===== config.mk =====
export PLATFORM = sky130hd
export DESIGN_NAME = mips_mc_ctrl
export DESIGN_NICKNAME = d
export VERILOG_FILES = /design/src/rtl/mips_pkg.sv /design/src/rtl/mips_mc_outdec.sv /design/src/rtl/mips_mc_ctrl.sv
export SDC_FILE = /design/constraint.sdc
export NUM_CORES = 1
export LEC_CHECK = 0
export CAP_MARGIN = 20
export CORE_UTILIZATION = 38
export DETAILED_ROUTE_END_ITERATION = 10
export MAX_ROUTING_LAYER = met4
export PLACE_DENSITY = 0.78
export SYNTH_ARGS = -nofsm -noshare
export SYNTH_HDL_FRONTEND = slang
export SYNTH_SLANG_ARGS = --single-unit

===== constraint.sdc =====
create_clock -name clk -period 1.55 [get_ports clk]
set_input_delay 0.465 -clock clk [delete_from_list [all_inputs] [get_ports clk]]
set_output_delay 0.465 -clock clk [all_outputs]
set_load 0.1 [all_outputs]

===== src/rtl/mips_pkg.sv =====
// rtl/mips_pkg.sv - shared state, opcode and ALUOp definitions for the multicycle MIPS controller
package mips_pkg;

    typedef enum logic [3:0] {
        S_FETCH   = 4'd0,
        S_DECODE  = 4'd1,
        S_MEMADR  = 4'd2,
        S_MEMRD   = 4'd3,
        S_MEMWB   = 4'd4,
        S_MEMWR   = 4'd5,
        S_EXECUTE = 4'd6,
        S_ALUWB   = 4'd7,
        S_BRANCH  = 4'd8,
        S_ADDIEX  = 4'd9,
        S_ADDIWB  = 4'd10,
        S_JUMP    = 4'd11,
        S_HALT    = 4'd12
    } state_e;

    localparam logic [5:0] OP_RTYPE = 6'b000000;
    localparam logic [5:0] OP_LW    = 6'b100011;
    localparam logic [5:0] OP_SW    = 6'b101011;
    localparam logic [5:0] OP_BEQ   = 6'b000100;
    localparam logic [5:0] OP_ADDI  = 6'b001000;
    localparam logic [5:0] OP_J     = 6'b000010;

    localparam logic [1:0] ALUOP_ADD   = 2'b00;
    localparam logic [1:0] ALUOP_SUB   = 2'b01;
    localparam logic [1:0] ALUOP_FUNCT = 2'b10;

endpackage


===== src/rtl/mips_mc_outdec.sv =====
// rtl/mips_mc_outdec.sv - Moore state-to-control decode for the multicycle MIPS controller
module mips_mc_outdec
    import mips_pkg::*;
(
    input  logic [3:0] state_i,
    output logic       iord_o,
    output logic       irwrite_o,
    output logic       memwrite_o,
    output logic       regwrite_o,
    output logic       regdst_o,
    output logic       memtoreg_o,
    output logic       alusrca_o,
    output logic [1:0] alusrcb_o,
    output logic [1:0] pcsrc_o,
    output logic [1:0] aluop_o,
    output logic       instrdone_o,
    output logic       pcwrite_o,
    output logic       branch_o
);

    always_comb begin
        iord_o      = 1'b0;
        irwrite_o   = 1'b0;
        memwrite_o  = 1'b0;
        regwrite_o  = 1'b0;
        regdst_o    = 1'b0;
        memtoreg_o  = 1'b0;
        alusrca_o   = 1'b0;
        alusrcb_o   = 2'b00;
        pcsrc_o     = 2'b00;
        aluop_o     = ALUOP_ADD;
        instrdone_o = 1'b0;
        pcwrite_o   = 1'b0;
        branch_o    = 1'b0;
        case (state_e'(state_i))
            S_FETCH: begin
                irwrite_o = 1'b1;
                pcwrite_o = 1'b1;
                alusrcb_o = 2'b01;
            end
            // DECODE precomputes the branch target into ALUOut.
            S_DECODE:  alusrcb_o = 2'b11;
            S_MEMADR: begin
                alusrca_o = 1'b1;
                alusrcb_o = 2'b10;
            end
            S_MEMRD:   iord_o = 1'b1;
            S_MEMWB: begin
                memtoreg_o  = 1'b1;
                regwrite_o  = 1'b1;
                instrdone_o = 1'b1;
            end
            S_MEMWR: begin
                iord_o      = 1'b1;
                memwrite_o  = 1'b1;
                instrdone_o = 1'b1;
            end
            S_EXECUTE: begin
                alusrca_o = 1'b1;
                aluop_o   = ALUOP_FUNCT;
            end
            S_ALUWB: begin
                regdst_o    = 1'b1;
                regwrite_o  = 1'b1;
                instrdone_o = 1'b1;
            end
            S_BRANCH: begin
                alusrca_o   = 1'b1;
                aluop_o     = ALUOP_SUB;
                pcsrc_o     = 2'b01;
                branch_o    = 1'b1;
                instrdone_o = 1'b1;
            end
            S_ADDIEX: begin
                alusrca_o = 1'b1;
                alusrcb_o = 2'b10;
            end
            S_ADDIWB: begin
                regwrite_o  = 1'b1;
                instrdone_o = 1'b1;
            end
            S_JUMP: begin
                pcwrite_o   = 1'b1;
                pcsrc_o     = 2'b10;
                instrdone_o = 1'b1;
            end
            default: ;
        endcase
    end

endmodule


===== src/rtl/mips_mc_ctrl.sv =====
// rtl/mips_mc_ctrl.sv - multicycle MIPS control FSM: state register, next-state logic, reset gating
module mips_mc_ctrl
    import mips_pkg::*;
#(
    parameter bit HALT_ON_ILLEGAL = 1'b0
) (
    input  logic       clk,
    input  logic       reset,
    input  logic [5:0] Opcode,
    input  logic       Zero,
    output logic       PCEn,
    output logic       IorD,
    output logic       IRWrite,
    output logic       MemWrite,
    output logic       RegWrite,
    output logic       RegDst,
    output logic       MemtoReg,
    output logic       ALUSrcA,
    output logic [1:0] ALUSrcB,
    output logic [1:0] PCSrc,
    output logic [1:0] ALUOp,
    output logic       InstrDone,
    output logic [3:0] State
);

    state_e state_q, state_d;
    state_e dec_state;
    logic   irwrite_raw, memwrite_raw, regwrite_raw, instrdone_raw;
    logic   pcwrite, branch;

    always_ff @(posedge clk) begin
        if (reset) state_q <= S_FETCH;
        else       state_q <= state_d;
    end

    always_comb begin
        state_d = state_q;
        case (state_q)
            S_FETCH:  state_d = S_DECODE;
            S_DECODE: begin
                case (Opcode)
                    OP_LW, OP_SW: state_d = S_MEMADR;
                    OP_RTYPE:     state_d = S_EXECUTE;
                    OP_BEQ:       state_d = S_BRANCH;
                    OP_ADDI:      state_d = S_ADDIEX;
                    OP_J:         state_d = S_JUMP;
                    default:      state_d = HALT_ON_ILLEGAL ? S_HALT : S_FETCH;
                endcase
            end
            S_MEMADR:  state_d = (Opcode == OP_SW) ? S_MEMWR : S_MEMRD;
            S_MEMRD:   state_d = S_MEMWB;
            S_EXECUTE: state_d = S_ALUWB;
            S_ADDIEX:  state_d = S_ADDIWB;
            S_HALT:    state_d = S_HALT;
            default:   state_d = S_FETCH;
        endcase
    end

    // Under reset the non-write controls show their FETCH values even before state_q is known.
    assign dec_state = reset ? S_FETCH : state_q;

    mips_mc_outdec u_outdec (
        .state_i     (dec_state),
        .iord_o      (IorD),
        .irwrite_o   (irwrite_raw),
        .memwrite_o  (memwrite_raw),
        .regwrite_o  (regwrite_raw),
        .regdst_o    (RegDst),
        .memtoreg_o  (MemtoReg),
        .alusrca_o   (ALUSrcA),
        .alusrcb_o   (ALUSrcB),
        .pcsrc_o     (PCSrc),
        .aluop_o     (ALUOp),
        .instrdone_o (instrdone_raw),
        .pcwrite_o   (pcwrite),
        .branch_o    (branch)
    );

    assign IRWrite   = irwrite_raw   & ~reset;
    assign MemWrite  = memwrite_raw  & ~reset;
    assign RegWrite  = regwrite_raw  & ~reset;
    assign InstrDone = instrdone_raw & ~reset;
    assign PCEn      = (pcwrite | (branch & Zero)) & ~reset;
    assign State     = state_q;

endmodule


==> run_results.csv, run 1 <==
group,metric,value,unit
status,status,"stopped before the end",
status,failing_step,"3_5_place_dp",
status,error,"[ERROR DPL-0038] Utilization greater than 100%, impossible to legalize",
logic_synthesis,synth_top_family_by_area,"simple AND/OR/NAND/NOR gates",
logic_synthesis,yosysTopAreaCellShare,15.1,%
logic_synthesis,syn_nets,87,
logic_synthesis,synth_flop_cell,"dfxtp_1",
floorplanning,start_util,40.8,%
placement,gp_congestion,0.800,
logic_synthesis,syn-cell-area,531,um2
placement,io_buffer_count,27,
floorplanning,chipWidth,39.4,um
logic_synthesis,synthSimpleGateAreaFrac,42.2,%
logic_synthesis,yosys.area_share.adder,0,%
logic_synthesis,synthArstFlopShare,0,%
logic_synthesis,yosys-top-cells-area,"dfxtp_1, nor2_1, nor3_1",
logic_synthesis,synth-compound-area-share,25.2,%
logic_synthesis,seq_area_frac_synth,15.1,%
logic_synthesis,synth_seq_cells,4,
logic_synthesis,synth_xor_xnor_area_share,6.60,%
logic_synthesis,yosys_warnings,0,
logic_synthesis,synth_edf_count,0,
floorplanning,row_count,13,
logic_synthesis,synth_top_area_cell,"dfxtp_1",
logic_synthesis,yosys.cell_types.count,33,
floorplanning,die_height,39.4,um
floorplanning,io_pins,28,
logic_synthesis,synth_mux_area_share,0,%
logic_synthesis,avgSynthCellArea,6.80,um2
logic_synthesis,syn-instance-count,78,
per-stage QoR:
stage / worst slack (ns) / cells
after global placement: -0.661 / 143
after floorplan: -0.909 / 78
Yosys cell counts (all sizes together) (2+ instances only):
cell type,instances
nor2b,2
nand2,4
nand4,2
a21oi,6
a31oi,2
nor3,8
nand3,3
nor2,12
dfxtp,4
xor2,3
nand2b,4
o21ai,4
o21a,2
or3,2
buf,7
kinds of logic after synthesis:
| group | Yosys count |
|---|---|
| buffers and inverters | 9 |
| AO/OA/AOI/OAI | 20 |
| flip-flops | 4 |
| XOR/XNOR | 4 |
| AND/OR/NAND/NOR | 41 |
==> run 2: changes to the inputs <==
--- a/config.mk
+++ b/config.mk
@@ -6,10 +6,10 @@
 export NUM_CORES = 1
 export LEC_CHECK = 0
 export CAP_MARGIN = 20
-export CORE_UTILIZATION = 38
+export CORE_AREA = 2 2 63 65
 export DETAILED_ROUTE_END_ITERATION = 10
-export MAX_ROUTING_LAYER = met4
-export PLACE_DENSITY = 0.78
+export DIE_AREA = 0 0 65 67
+export PLACE_DENSITY_LB_ADDON = 0.15
 export SYNTH_ARGS = -nofsm -noshare
 export SYNTH_HDL_FRONTEND = slang
 export SYNTH_SLANG_ARGS = --single-unit
==> run_results.csv, run 2 <==
group,metric,value,unit
status,status,"finished, violations left",
status,violations,"setup timing",
logic_synthesis,synth_edf_count,0,
worst_setup_path,critPathRequiredTime,1.08,ns
timing,finalHoldViolCount,0,
logic_synthesis,yosysTopAreaCellShare,15.1,%
global_route,grt_usage,12.4,%
finish,nets,153,
global_route,first_global_vias,877,
worst_setup_path,start_kind,"flop",
logic_synthesis,yosys-top-cells-area,"dfxtp_1, nor2_1, nor3_1",
timing,tightest_slew,0.287,ns
routing,drtPass1Iterations,4,
power,leakage,0.721,nW
placement,io_buffer_count,27,
floorplanning,start_util,14.7,%
floorplanning,io_pins,28,
timing,fin_crit,1.86,ns
global_route,grt_pass1_wl,4.09,mm
clocking,cts_root_buf,"clkbuf_8",
logic_synthesis,synth_flop_cell,"dfxtp_1",
logic_synthesis,avgSynthCellArea,6.80,um2
clocking,cts.sinks,4,
finish,final_util,49.1,%
timing,fin_tns_setup,-3.49,ns
power,p_switching,0.259,mW
power,clock_power_share,32.7,%
logic_synthesis,syn_nets,87,
finish,syn_to_final_growth,234,%
clocking,cts_buffer_depth,2,
routing,via_per_inst,4.27,
timing,grt_setup_unrepaired,"true",
placement,dp_hpwl,1.66,mm
floorplanning,die_area,0.00436,mm2
routing,wl_per_cell,12.2,um
clocking,postCtsHoldBufs,0,
finish,layout_common_cells,"buf_4, buf_12, buf_6",
finish,largest_register_ffs,4,
power,irDropWorstVdd,0.265,mV
job,max-cap-violations,0,
worst_setup_path,crit_fanout,7,
worst_setup_path,worstSetupPathType,"reg2out",
clocking,cts_max_level,1,
logic_synthesis,synth_top_area_cell,"dfxtp_1",
routing,final_antenna_net_count,0,
global_route,antenna_found_initial,0,
power,sw_frac_of_total,37.4,%
worst_setup_path,cp-end-kind,"primary output",
routing,drt_drc_violations_left,0,
logic_synthesis,syn-cell-area,531,um2
timing,layout_setup_ws,-0.307,ns
timing,skew,0.000925,ns
floorplanning,chipWidth,65,um
timing,slew_headroom,80.8,%
logic_synthesis,synth_commonest_cells,"nor2_1, nor3_1",
routing,vias,811,
timing,max_freq,538,MHz
power,power_frac_comb,51.4,%
routing,drt_iter0_drc,16,
timing,final-setup-viol-count,16,
logic_synthesis,syn-instance-count,78,
finish,drive_above_1_share,77.5,%
logic_synthesis,synth_seq_cells,4,
placement,pre_cts_ws,-0.736,ns
finish,layout_commonest_cell,"buf_4",
finish,final_area,0.00177,mm2
power,power_density,392,mW/mm2
placement,gp_congestion,0.805,
worst_hold_path,hold_path_class,"in2reg",
logic_synthesis,synthArstFlopShare,0,%
timing,period_share,120,%
finish,fill_cells,336,
global_route,grt-ovfl-total,0,
logic_synthesis,post-synth-top-count-cell,"nor2_1",
power,seqPwrFrac,15.9,%
logic_synthesis,yosys.cell_types.count,33,
placement,placed_area,0.00146,mm2
clocking,clk_pin_slew,0.03,ns
routing,routed_wl,2.32,mm
clocking,clock_latency,0.22,ns
power,p_int,0.435,mW
global_route,grt_max_degree,10,
power,total_power,0.694,mW
worst_setup_path,worstPathArrival,1.39,ns
finish,diodes,0,
floorplanning,row_count,22,
clocking,cts_buffers,3,
floorplanning,core_region_area,0.00361,mm2
logic_synthesis,seq_area_frac_synth,15.1,%
logic_synthesis,yosys_warnings,0,
timing,drv_slew,0,
clocking,cts_tree,"yes",
floorplanning,die_height,67,um
run 2: power groups by stage:
stage	Clock, mW	Combinational, mW	Sequential [mW]
floorplan	0	0.168	0.137
global placement	0	0.321	0.114
CTS	0.225	0.355	0.111
finish	0.227	0.357	0.111
detailed placement	0	0.324	0.114
global route	0.236	0.375	0.112
run 2: layer usage:
| layer | vias up | track usage [%] | share of wire [%] | routed length (um) |
|---|---|---|---|---|
| met3 | 2 | 1.52 | 5.1 | 118 |
| met4 | 0 | 4.79 | 0.91 | 21 |
| li1 | 408 | - | - | - |
| met2 | 27 | 23.6 | 56 | 1290 |
| met5 | - | 0 | 0 | 0 |
| met1 | 374 | 13.8 | 38 | 889 |
run 2: area by class of cell:
cell class | instances | area [um2] | area share (%)
clock buffer | 3 | 41.3 | 2.33
sequential | 4 | 95.1 | 5.37
timing repair buffer | 69 | 878 | 49.6
inverter | 1 | 6.26 | 0.353
multi-input combinational | 65 | 691 | 39.0
tap | 48 | 60.1 | 3.39
run 2: logic make-up after synthesis:
kind of cell | count (synthesis) | synth area share (%)
AOI/OAI and AO/OA | 20 | 25.2
xor gates and xnor gates | 4 | 6.60
buffers and inverters | 9 | 10.8
DFF | 4 | 15.1
and+or+nand+nor | 41 | 42.2
run 2: final timing paths:
path	startpoint	to	slack, ns	cells past startpoint
setup / recovery	State[0]$_SDFF_PP0_	PCSrc[0]	-0.31	3
hold reg to reg	State[0]$_SDFF_PP0_	State[1]$_SDFF_PP0_	0.72	3
hold / removal	reset	State[0]$_SDFF_PP0_	0.68	4
setup reg to reg	State[3]$_SDFF_PP0_	State[1]$_SDFF_PP0_	0.22	5
run 2: per-stage QoR:
stage,std cells,hold slack (ns)
after floorplan,78,0.525
after global routing,190,0.696
after global placement,171,0.624
final,190,0.681
after detailed placement,171,0.624
after CTS,186,0.681
run 2: critical path, stage by stage (launching register included):
cell and delay [ns]:
dfxtp_4 0.36, or3_4 0.44, nor2_4 0.18, buf_12 0.19
run 2: what timing repair did:
item	4_1_cts	5_1_grt
gates resized for setup	34	18
endpoints found under the setup margin	15	23
cloned	0	0
pin swaps	16	15
setup buffers	12	7
(Power assumes the default switching activity.)
